--- src/rtl/serial_frame_rx.sv ---
// Serial frame receiver: hunts a sync pattern, then assembles an MSB-first payload and checks even parity.
// Latency: data_out/par_err/valid are registered on the edge that samples the parity bit.
// Backpressure: none; ce only qualifies which edges sample si, and valid is never held off.
module serial_frame_rx #(
  parameter int                SYNC_W   = 4,
  parameter logic [SYNC_W-1:0] SYNC_PAT = 4'b1011,
  parameter int                DATA_W   = 8
) (
  input  logic              clk,
  input  logic              rst,
  input  logic              ce,
  input  logic              si,
  output logic [DATA_W-1:0] data_out,
  output logic              valid,
  output logic              par_err,
  output logic              sync_lock,
  output logic [7:0]        frame_cnt
);

  localparam int FILL_W = $clog2(SYNC_W + 1);
  localparam int CNT_W  = $clog2(DATA_W + 1);

  typedef enum logic [1:0] {HUNT, PAYLOAD, PARITY} state_t;

  state_t              state, state_nxt;
  // Only the older SYNC_W-1 window bits need storage; the newest bit is si itself.
  logic [SYNC_W-2:0]   hist;
  logic [FILL_W-1:0]   fill;
  logic [CNT_W-1:0]    bitcnt;
  logic [DATA_W-1:0]   data_sr;
  logic                acc;
  logic [SYNC_W-1:0]   win_shift;
  logic                sync_hit;
  logic                last_bit;
  logic                par_bad;

  assign win_shift = {hist, si};
  assign sync_hit  = (fill >= FILL_W'(SYNC_W - 1)) && (win_shift == SYNC_PAT);
  assign last_bit  = (bitcnt == CNT_W'(DATA_W - 1));
  assign par_bad   = acc ^ si;
  assign sync_lock = (state != HUNT);

  always_ff @(posedge clk or posedge rst) begin
    if (rst) begin
      state <= HUNT;
    end else begin
      state <= state_nxt;
    end
  end

  always_comb begin
    state_nxt = state;
    if (ce) begin
      case (state)
        HUNT:    if (sync_hit) state_nxt = PAYLOAD;
        PAYLOAD: if (last_bit) state_nxt = PARITY;
        PARITY:  state_nxt = HUNT;
        default: state_nxt = HUNT;
      endcase
    end
  end

  always_ff @(posedge clk or posedge rst) begin
    if (rst) begin
      hist      <= '0;
      fill      <= '0;
      bitcnt    <= '0;
      data_sr   <= '0;
      acc       <= 1'b0;
      data_out  <= '0;
      valid     <= 1'b0;
      par_err   <= 1'b0;
      frame_cnt <= 8'd0;
    end else begin
      valid <= 1'b0;
      if (ce) begin
        case (state)
          HUNT: begin
            if (sync_hit) begin
              hist    <= '0;
              fill    <= '0;
              bitcnt  <= '0;
              data_sr <= '0;
              acc     <= 1'b0;
            end else begin
              hist <= win_shift[SYNC_W-2:0];
              if (fill != FILL_W'(SYNC_W)) fill <= fill + FILL_W'(1);
            end
          end
          PAYLOAD: begin
            data_sr <= (data_sr << 1) | DATA_W'(si);
            acc     <= acc ^ si;
            bitcnt  <= bitcnt + CNT_W'(1);
          end
          PARITY: begin
            data_out <= data_sr;
            par_err  <= par_bad;
            valid    <= 1'b1;
            if (!par_bad) frame_cnt <= frame_cnt + 8'd1;
            // A finished frame must not seed the next sync search.
            hist <= '0;
            fill <= '0;
          end
          default: ;
        endcase
      end
    end
  end

endmodule

--- config.mk ---
export PLATFORM = sky130hd
export DESIGN_NAME = serial_frame_rx
export DESIGN_NICKNAME = d
export VERILOG_FILES = /design/src/rtl/serial_frame_rx.sv
export SDC_FILE = /design/constraint.sdc
export NUM_CORES = 1
export LEC_CHECK = 0
export BUFFER_PORTS_ARGS = -buffer_cell sky130_fd_sc_hd__buf_2
export CAP_MARGIN = 0
export CORE_UTILIZATION = 45
export DETAILED_ROUTE_END_ITERATION = 12
export PLACE_DENSITY_LB_ADDON = 0.1
export SYNTH_ARGS = -nofsm -noshare
export SYNTH_HDL_FRONTEND = slang
export SYNTH_SLANG_ARGS = --single-unit
export TNS_END_PERCENT = 20
--- constraint.sdc ---
create_clock -name clk -period 3.35 [get_ports clk]
set_clock_uncertainty 0.15 [all_clocks]
set_input_delay 0.335 -clock clk [delete_from_list [all_inputs] [get_ports clk]]
set_output_delay 0.335 -clock clk [all_outputs]
set_load 0.01 [all_outputs]
==> results.py, run 1 <==
metrics = {
    "die": {
        "die_area_um2": 4520,
        "core-area_um2": 4060,
        "num_io_pins": 23,
        "initial_utilization": 0.472,
        "die_w_um": 67.2,
        "fp.dieH_um": 67.2,
        "rows": 23,
    },
    "yosys": {
        "syn_nets": 182,
        "yosys.area.top_type": "dfrtp_1",
        "synth_area_per_cell_um2": 11.1,
        "synth_seq_cells": 39,
        "synth_top_area_frac": 0.509,
        "synth_area_leaders": "dfrtp_1, mux2_2, nand2b_1",
        "synth_cells": 173,
        "synth_sequential_area_ratio": 0.509,
        "synthFlopType": "dfrtp_1",
        "ys_types": 38,
        "synth-edff-count": 0,
        "yosysWarnings": 0,
        "synthArstFlopShare": 1.00,
        "synth_area_um2": 1920,
    },
    "worst_setup_path": {
        "required_ns": 3.38,
        "cp_top_family": "simple AND/OR/NAND/NOR gates",
        "crit_path_top_delay_cell": "dfrtp_1",
        "cp_max_fo": 24,
        "critical_path_buf_inv_count": 0,
        "endpoint_kind": "register",
        "critPathMaxStageDelay_ns": 0.60,
        "crit_path_start_kind": "register",
        "path_cells": "nand3b_2, nor2_2, mux2_1",
        "path_class": "reg -> reg",
        "cp.arrival_ns": 2.09,
    },
    "placed_design": {
        "dpl.hpwl_um": 2410,
        "dpl_cell_area_um2": 2050,
        "gp_congestion": 0.751,
        "portBuffers": 22,
        "numPlacedInstances": 238,
    },
    "cells_and_area": {
        "drive_above_1_share": 0.240,
        "layout.nets": 204,
        "fillCellCount": 359,
        "instances_no_fill": 246,
        "diodes": 0,
        "area_growth_pct": 13.2,
        "design_area_um2": 2170,
    },
    "pwr": {
        "p_leak_uw": 0.00104,
        "vdd_drop_max_uv": 351,
        "power_density_nw_per_um2": 852,
    },
    "run": {
        "drv_cap": 0,
    },
    "routing": {
        "dr.pass1.iters": 4,
        "routed_wl_um": 3470,
        "remaining_drc_errors": 0,
        "drtIter0Drc": 33,
        "ant_nets": 0,
        "via_per_inst": 5.48,
        "wire_per_inst_um": 14.1,
        "vias": 1349,
    },
    "grt": {
        "grt_max_degree": 27,
        "antenna_found_initial": 0,
        "overflow": 0,
        "grt_pass1_wl_um": 5830,
        "track_usage": 0.176,
        "grt_pass1_vias": 1308,
    },
    "sta": {
        "setup-tns-final_ns": 0,
        "period_minus_slack_ns": 2.06,
        "tightestPinTransition_ns": 0.958,
        "grt_setup_unrepaired": "no",
        "hold_ws_ns": 0.100,
        "post-route-period-util": 0.615,
        "maxSlewViolCount": 0,
        "finalSetupViolCount": 0,
        "hold_viol_final": 0,
        "fmax_mhz": 485,
        "slew_headroom": 0.361,
    },
    "cts": {
        "clkTransAtPathRegs_ns": 0.07,
        "cts_max_level": 2,
        "cts.root.buffer_cell": "clkbuf_8",
        "cts_hold_buf": 0,
        "post-cts-setup-buffer-count": 0,
        "cts_num_sinks": 39,
        "cts_tree": "built",
        "cts-resized-gates": 0,
        "cts.path.max_buffers": 2,
        "cts_buffers": 5,
        "clkLatencyLatePin_ns": 0.29,
    },
    "run_status": {
        "status": "complete, no violations",
    },
    "hold_path": {
        "hold_class": "in -> async",
    },
}
[placed cells by master, fill, tap and decap left out, types with 3 or more instances in the layout]
cell type,count
xor2_1,5
o211ai_1,3
nand2b_1,13
clkbuf_8,6
mux2i_1,3
nor2b_1,3
o311ai_0,3
a22oi_1,10
nand3_1,4
nand2_1,11
dfrtp_1,39
inv_1,13
o21ai_0,15
nor4_1,3
mux2_2,9
buf_2,22
ha_1,5
[power breakdown]
part           internal [uW]  total (uW)  switching [uW]  leakage (uW)
logic                    309         605             296      0.000535
clock network            241         401             161     0.0000612
registers                652         841             190      0.000449
[through the flow]
stage / power (uW) / util / setup WS (ns)
finish: 1850 / 0.534 / 1.29
global route: 2000 / 0.534 / 1.18
CTS: 1870 / 0.534 / 1.27
detailed placement: 1460 / 0.505 / 1.30
global placement: 1420 / 0.505 / 1.35
floorplan: 1270 / - / 1.72
[worst paths after layout]
| kind | slack [ns] | cells past startpoint | from | to |
|---|---|---|---|---|
| setup reg to reg | 1.29 | 3 | state[0]$_DFFE_PP0P_ | frame_cnt[1]$_DFFE_PP0P_ |
| hold / removal | 0.10 | 2 | rst | frame_cnt[6]$_DFFE_PP0P_ |
| setup / recovery | 1.29 | 3 | state[0]$_DFFE_PP0P_ | frame_cnt[1]$_DFFE_PP0P_ |
| min in group clk | 0.20 | 3 | si | hist[0]$_DFFE_PP0P_ |
| max in group asynchronous | 2.20 | 3 | rst | hist[2]$_DFFE_PP0P_ |
| hold reg to reg | 0.32 | 1 | frame_cnt[7]$_DFFE_PP0P_ | frame_cnt[7]$_DFFE_PP0P_ |
[worst register-to-register path, cell delays in order, from the launching register on]
cell and delay [ns]:
dfrtp_1 0.60, nand3b_2 0.57, nor2_2 0.29, mux2_1 0.34
[per-layer routing]
layer,part of all wire,global-route usage,up-vias
li1,-,-,656
met1,0.49,0.212,660
met2,0.46,0.288,28
met3,0.037,0.0608,5
met4,0.016,0.0718,0
met5,0,0,-
[cells in the mapped netlist (all sizes together), types with 2 or more instances]
cell type / number
clkbuf: 4
nor4: 3
o31ai: 2
mux2: 10
nand3: 4
inv: 13
nor2: 4
nor3: 2
o21ai: 15
buf: 4
ha: 5
nand4: 2
dfrtp: 39
nand2b: 13
a22oi: 10
xor2: 6
o311ai: 3
mux2i: 3
and3b: 2
o211ai: 3
nor4bb: 2
nor2b: 3
xnor2: 2
nand2: 11
[logic make-up (layout without fill, tap and decap cells)]
logic type | after synthesis | after routing | synth area share
compound gates | 37 | 37 | 0.135
simple gates | 50 | 50 | 0.159
mux | 13 | 13 | 0.0745
xor+xnor | 8 | 8 | 0.0405
buf+inv | 21 | 44 | 0.0490
flops | 39 | 39 | 0.509
fa+ha+maj | 5 | 5 | 0.0327
[registers in the layout, summed over array words and instances, names as in the netlist]
signal     flops
hist           3
bitcnt         4
par_err        1
frame_cnt      8
fill           3
acc            1
state          2
data_sr        8
valid          1
data_out       8
[layout make-up]
cell class              instances  area (um^2)  area share
repair buffers                 23          118      0.0542
clock buffers                   6         82.6      0.0381
inverters                      13         48.8      0.0225
flip-flops and latches         39          976       0.450
clock inverters                 2         35.0      0.0162
well taps                      50         62.6      0.0289
multi-input cells             113          846       0.390
Power figures use the tool's default switching activity.
==> run 2: changes to the inputs <==
- clock period: 3.35 -> 2 ns (I/O delays scaled with it)
==> results.py, run 2 (synthesis results as in run 1) <==
metrics = {
    "sta": {
        "period_minus_slack_ns": 1.87,
        "tightestPinTransition_ns": 0.522,
        "grt_setup_unrepaired": "no",
        "finalSetupViolCount": 0,
        "hold_viol_final": 0,
        "maxSlewViolCount": 0,
        "post-route-period-util": 0.935,
        "fmax_mhz": 535,
        "slew_headroom": 0.652,
        "hold_ws_ns": 0.0728,
        "setup_ws_ns": 0.129,
    },
    "worst_setup_path": {
        "required_ns": 2.03,
        "crit_path_start_kind": "register",
        "path_class": "reg -> reg",
        "endpoint_kind": "register",
        "cp_max_fo": 16,
        "cp.arrival_ns": 1.90,
    },
    "grt": {
        "met1_usage": 0.226,
        "grt_pass1_vias": 1291,
        "overflow": 0,
        "grt_most_used_layer": "met2",
        "grt_use_met3": 0.0355,
        "track_usage": 0.175,
        "grt_pass1_wl_um": 5860,
        "grt_max_degree": 28,
        "antenna_found_initial": 0,
        "gr-usage-met2": 0.275,
    },
    "run": {
        "drv_cap": 0,
    },
    "cts": {
        "cts_buffers": 5,
        "cts_max_level": 2,
        "cts_num_sinks": 39,
        "cts_tree": "built",
        "cts.root.buffer_cell": "clkbuf_8",
        "clkTransAtPathRegs_ns": 0.08,
        "clkLatencyLatePin_ns": 0.30,
        "cts.path.max_buffers": 2,
    },
    "run_status": {
        "status": "complete, no violations",
    },
    "die": {
        "die_area_um2": 4520,
        "die_w_um": 67.2,
        "rows": 23,
        "core-area_um2": 4060,
        "fp.dieH_um": 67.2,
        "num_io_pins": 23,
        "initial_utilization": 0.472,
    },
    "routing": {
        "via_per_inst": 5.31,
        "drtIter0Drc": 86,
        "dr.pass1.iters": 4,
        "remaining_drc_errors": 0,
        "wire_per_inst_um": 14.0,
        "routed_wl_um": 3520,
        "vias": 1337,
        "ant_nets": 0,
    },
    "placed_design": {
        "gp_congestion": 0.735,
        "pre_cts_ws_ns": -0.0214,
        "dpl_cell_area_um2": 2090,
        "portBuffers": 22,
        "dpl.hpwl_um": 2470,
        "numPlacedInstances": 242,
    },
    "cells_and_area": {
        "design_area_um2": 2240,
        "layout_common_cells": "dfrtp_1, buf_2, o21ai_0, inv_1, nand2b_1",
        "final_common_cell": "dfrtp_1",
        "fin_util": 0.552,
        "diodes": 0,
        "layout.nets": 210,
        "drive_above_1_share": 0.257,
        "reg_top3": "data_out (8), data_sr (8), frame_cnt (8)",
        "instances_no_fill": 252,
        "area_growth_pct": 17.0,
    },
    "pwr": {
        "p_leak_uw": 0.00108,
        "vdd_drop_max_uv": 686,
        "power_density_nw_per_um2": 1420,
    },
    "hold_path": {
        "hold_class": "in -> reg",
    },
}
run 2: final cells by class:
type / instances / area, um^2
Sequential cell: 39 / 976
Timing Repair Buffer: 29 / 178
Inverter: 13 / 48.8
Fill cell: 343 / 1820
Tap cell: 50 / 62.6
Clock buffer: 6 / 82.6
Multi-Input combinational cell: 113 / 858
Clock inverter: 2 / 35.0
run 2: final timing paths:
| path | startpoint | depth (start not counted) | slack, ns | endpoint |
|---|---|---|---|---|
| max | fill[0]$_DFFE_PP0P_ | 5 | 0.13 | bitcnt[2]$_DFFE_PP0P_ |
| min | si | 3 | 0.07 | hist[0]$_DFFE_PP0P_ |
| max reg2reg | fill[0]$_DFFE_PP0P_ | 5 | 0.13 | bitcnt[2]$_DFFE_PP0P_ |
| min reg2reg | frame_cnt[7]$_DFFE_PP0P_ | 1 | 0.31 | frame_cnt[7]$_DFFE_PP0P_ |
| max in group asynchronous | rst | 4 | 0.85 | hist[0]$_DFFE_PP0P_ |
| min in group asynchronous | rst | 3 | 0.33 | frame_cnt[5]$_DFFE_PP0P_ |
run 2: metal layers:
layer / routed length (um) / up-vias
li1: - / 669
met1: 1720 / 635
met2: 1610 / 26
met3: 119 / 7
met4: 68 / 0
met5: 0 / -
run 2: power by group:
part           total [uW]  switching, uW  internal, uW
Clock                 682            278           404
Sequential           1380            291          1090
Combinational        1120            548           577
Total                3190           1120          2070
run 2: critical path, stage by stage (launching register included):
cell and delay [ns]:
dfrtp_1 0.42, ha_1 0.24, ha_1 0.23, a211oi_4 0.29, nor2_4 0.13, o311ai_0 0.30
run 2: what timing repair did:
| action | CTS | global route |
|---|---|---|
| hold endpoints to repair | 12 | 0 |
| gates resized for setup | 0 | 3 |
| hold buffers | 1 | 0 |
| buffers inserted | 0 | 1 |
| endpoints found under the setup margin | 0 | 7 |
run 2: through the flow:
stage / power, uW / setup TNS, ns
2_1_floorplan: 2130 / 0
3_3_place_gp: 2420 / 0
3_5_place_dp: 2500 / -0.0214
4_1_cts: 3180 / 0
5_1_grt: 3450 / 0
6_report: 3190 / 0
==> run 3: changes to the inputs <==
- CELL_PAD_IN_SITES_DETAIL_PLACEMENT: not set -> 0
- CELL_PAD_IN_SITES_GLOBAL_PLACEMENT: not set -> 1
- clock period: 2 -> 1.95 ns (I/O delays scaled with it)
==> results.py, run 3 (synthesis results as in run 1) <==
metrics = {
    "worst_setup_path": {
        "critical_path_buf_inv_count": 0,
        "r2r_slack_ns": 0.1,
        "r2r-end": "state[0]$_DFFE_PP0P_",
        "critPathMaxStageDelay_ns": 0.45,
        "cp_max_fo": 16,
        "worstRegToRegCells": 5,
        "required_ns": 1.98,
        "cp_top_family": "compound AO/OA/AOI/OAI gates",
        "endpoint_kind": "register",
        "path_cells": "ha_2, ha_1, a211oi_4, nor2_4, a32o_1",
        "timing.rr.start": "fill[1]$_DFFE_PP0P_",
        "path_class": "reg -> reg",
        "crit_path_start_kind": "register",
        "crit_path_top_delay_cell": "dfrtp_1",
        "cp.arrival_ns": 1.88,
    },
    "sta": {
        "tightestPinTransition_ns": 0.561,
        "period_minus_slack_ns": 1.85,
        "grt_setup_unrepaired": "no",
        "fmax_mhz": 540,
        "maxSlewViolCount": 0,
        "post-route-period-util": 0.949,
        "hold_viol_final": 0,
        "slew_headroom": 0.625,
        "setup-tns-final_ns": 0,
        "setup_ws_ns": 0.0986,
        "finalSetupViolCount": 0,
    },
    "cells_and_area": {
        "layout.nets": 210,
        "drive_above_1_share": 0.259,
        "area_growth_pct": 15.5,
        "reg_top3": "data_out (8), data_sr (8), frame_cnt (8)",
        "final_common_cell": "dfrtp_1",
        "layout_common_cells": "dfrtp_1, buf_2, o21ai_0, inv_1, nand2b_1",
        "diodes": 0,
    },
    "cts": {
        "clkLatencyLatePin_ns": 0.29,
        "cts_max_level": 2,
        "cts.path.max_buffers": 2,
        "cts_tree": "built",
        "clkTransAtPathRegs_ns": 0.08,
        "cts_buffers": 5,
        "cts_num_sinks": 39,
        "cts.root.buffer_cell": "clkbuf_8",
    },
    "grt": {
        "grt_max_degree": 28,
        "grt_pass1_wl_um": 6180,
        "antenna_found_initial": 0,
        "track_usage": 0.188,
        "overflow": 0,
        "grt_pass1_vias": 1285,
    },
    "hold_path": {
        "hold_class": "in -> reg",
        "holdPathStages": 3,
        "hold_path_end": "hist[0]$_DFFE_PP0P_",
        "min-delay-start": "si",
    },
    "pwr": {
        "intPower_uw": 1990,
        "pwr-share-comb": 0.375,
        "p_leak_uw": 0.00106,
        "seqPwrFrac": 0.449,
        "power_density_nw_per_um2": 1420,
        "switchingPower_uw": 1170,
        "pwr-share-clk": 0.176,
        "p_sw_frac": 0.370,
        "vdd_drop_max_uv": 582,
    },
    "routing": {
        "via_per_inst": 5.53,
        "highest_layer": "met4",
        "met1_length_um": 1850,
        "dr.pass1.iters": 4,
        "vias": 1388,
        "ant_nets": 0,
        "wire_per_inst_um": 15.1,
        "met2WireLength_um": 1760,
        "remaining_drc_errors": 0,
        "routed_wl_um": 3790,
        "route.met3.wl_um": 131,
        "drtIter0Drc": 76,
    },
    "die": {
        "num_io_pins": 23,
        "die_area_um2": 4520,
        "rows": 23,
        "die_w_um": 67.2,
        "core-area_um2": 4060,
        "fp.dieH_um": 67.2,
        "initial_utilization": 0.472,
    },
    "run": {
        "drv_cap": 0,
    },
    "placed_design": {
        "pre_cts_ws_ns": 0.0662,
        "portBuffers": 22,
        "dpl.hpwl_um": 2560,
        "gp_congestion": 0.836,
    },
    "run_status": {
        "status": "complete, no violations",
    },
}
run 3: layer usage:
| metal | global-route usage | up-vias |
|---|---|---|
| met3 | 0.0557 | 5 |
| met2 | 0.304 | 27 |
| li1 | - | 667 |
| met5 | 0 | - |
| met1 | 0.240 | 689 |
| met4 | 0.0638 | 0 |
run 3: worst max path at each step:
| stage | slack (ns) | depth (start not counted) | startpoint | endpoint |
|---|---|---|---|---|
| 2_1_floorplan | 0.32 | 6 | fill[0]$_DFFE_PP0P_ | bitcnt[0]$_DFFE_PP0P_ |
| 3_3_place_gp | 0.16 | 5 | fill[0]$_DFFE_PP0P_ | state[0]$_DFFE_PP0P_ |
| 3_5_place_dp | 0.07 | 5 | fill[0]$_DFFE_PP0P_ | bitcnt[2]$_DFFE_PP0P_ |
| 4_1_cts | 0.05 | 5 | fill[0]$_DFFE_PP0P_ | bitcnt[2]$_DFFE_PP0P_ |
| 5_1_grt | 0.008 | 6 | fill[0]$_DFFE_PP0P_ | fill[2]$_DFFE_PP0P_ |
| 6_report | 0.1 | 5 | fill[1]$_DFFE_PP0P_ | state[0]$_DFFE_PP0P_ |
run 3: cell type report:
cell class | count | area, um^2
Multi-Input combinational cell | 113 | 861
Tap cell | 50 | 62.6
Clock buffer | 6 | 82.6
Fill cell | 355 | 1840
Inverter | 13 | 48.8
Clock inverter | 1 | 5.00
Timing Repair Buffer | 29 | 178
Sequential cell | 39 | 976
run 3: worst register-to-register path: stages, from the launching register on:
cell	delay, ns
dfrtp_1	0.45
ha_2	0.21
ha_1	0.21
a211oi_4	0.32
nor2_4	0.14
a32o_1	0.27
run 3: stage by stage:
| step | hold slack [ns] | util | std cells | cell area (um^2) | power (uW) |
|---|---|---|---|---|---|
| after floorplan | 0.179 | - | 173 | 1920 | 2180 |
| after global placement | 0.111 | 0.516 | 242 | 2090 | 2480 |
| after detailed placement | 0.125 | 0.516 | 242 | 2090 | 2570 |
| after CTS | 0.0635 | 0.540 | 250 | 2190 | 3130 |
| after global routing | 0.0939 | 0.545 | 251 | 2210 | 3410 |
| final | 0.0721 | 0.545 | 251 | 2210 | 3150 |
run 3: power by group through the flow:
| stage | Combinational (uW) | Sequential [uW] | Clock, uW |
|---|---|---|---|
| 3_5_place_dp | 1150 | 1420 | 0 |
| 5_1_grt | 1330 | 1460 | 616 |
| 4_1_cts | 1150 | 1410 | 570 |
| 3_3_place_gp | 1090 | 1390 | 0 |
| 2_1_floorplan | 780 | 1400 | 0 |
| 6_report | 1180 | 1420 | 555 |
run 3: repair_timing:
action / 4_1_cts / 5_1_grt
endpoints found under the setup margin: 0 / 6
resized for setup: 0 / 5
endpoints found under the hold margin: 12 / 0
setup buffers: 0 / 1
hold buffers: 1 / 0
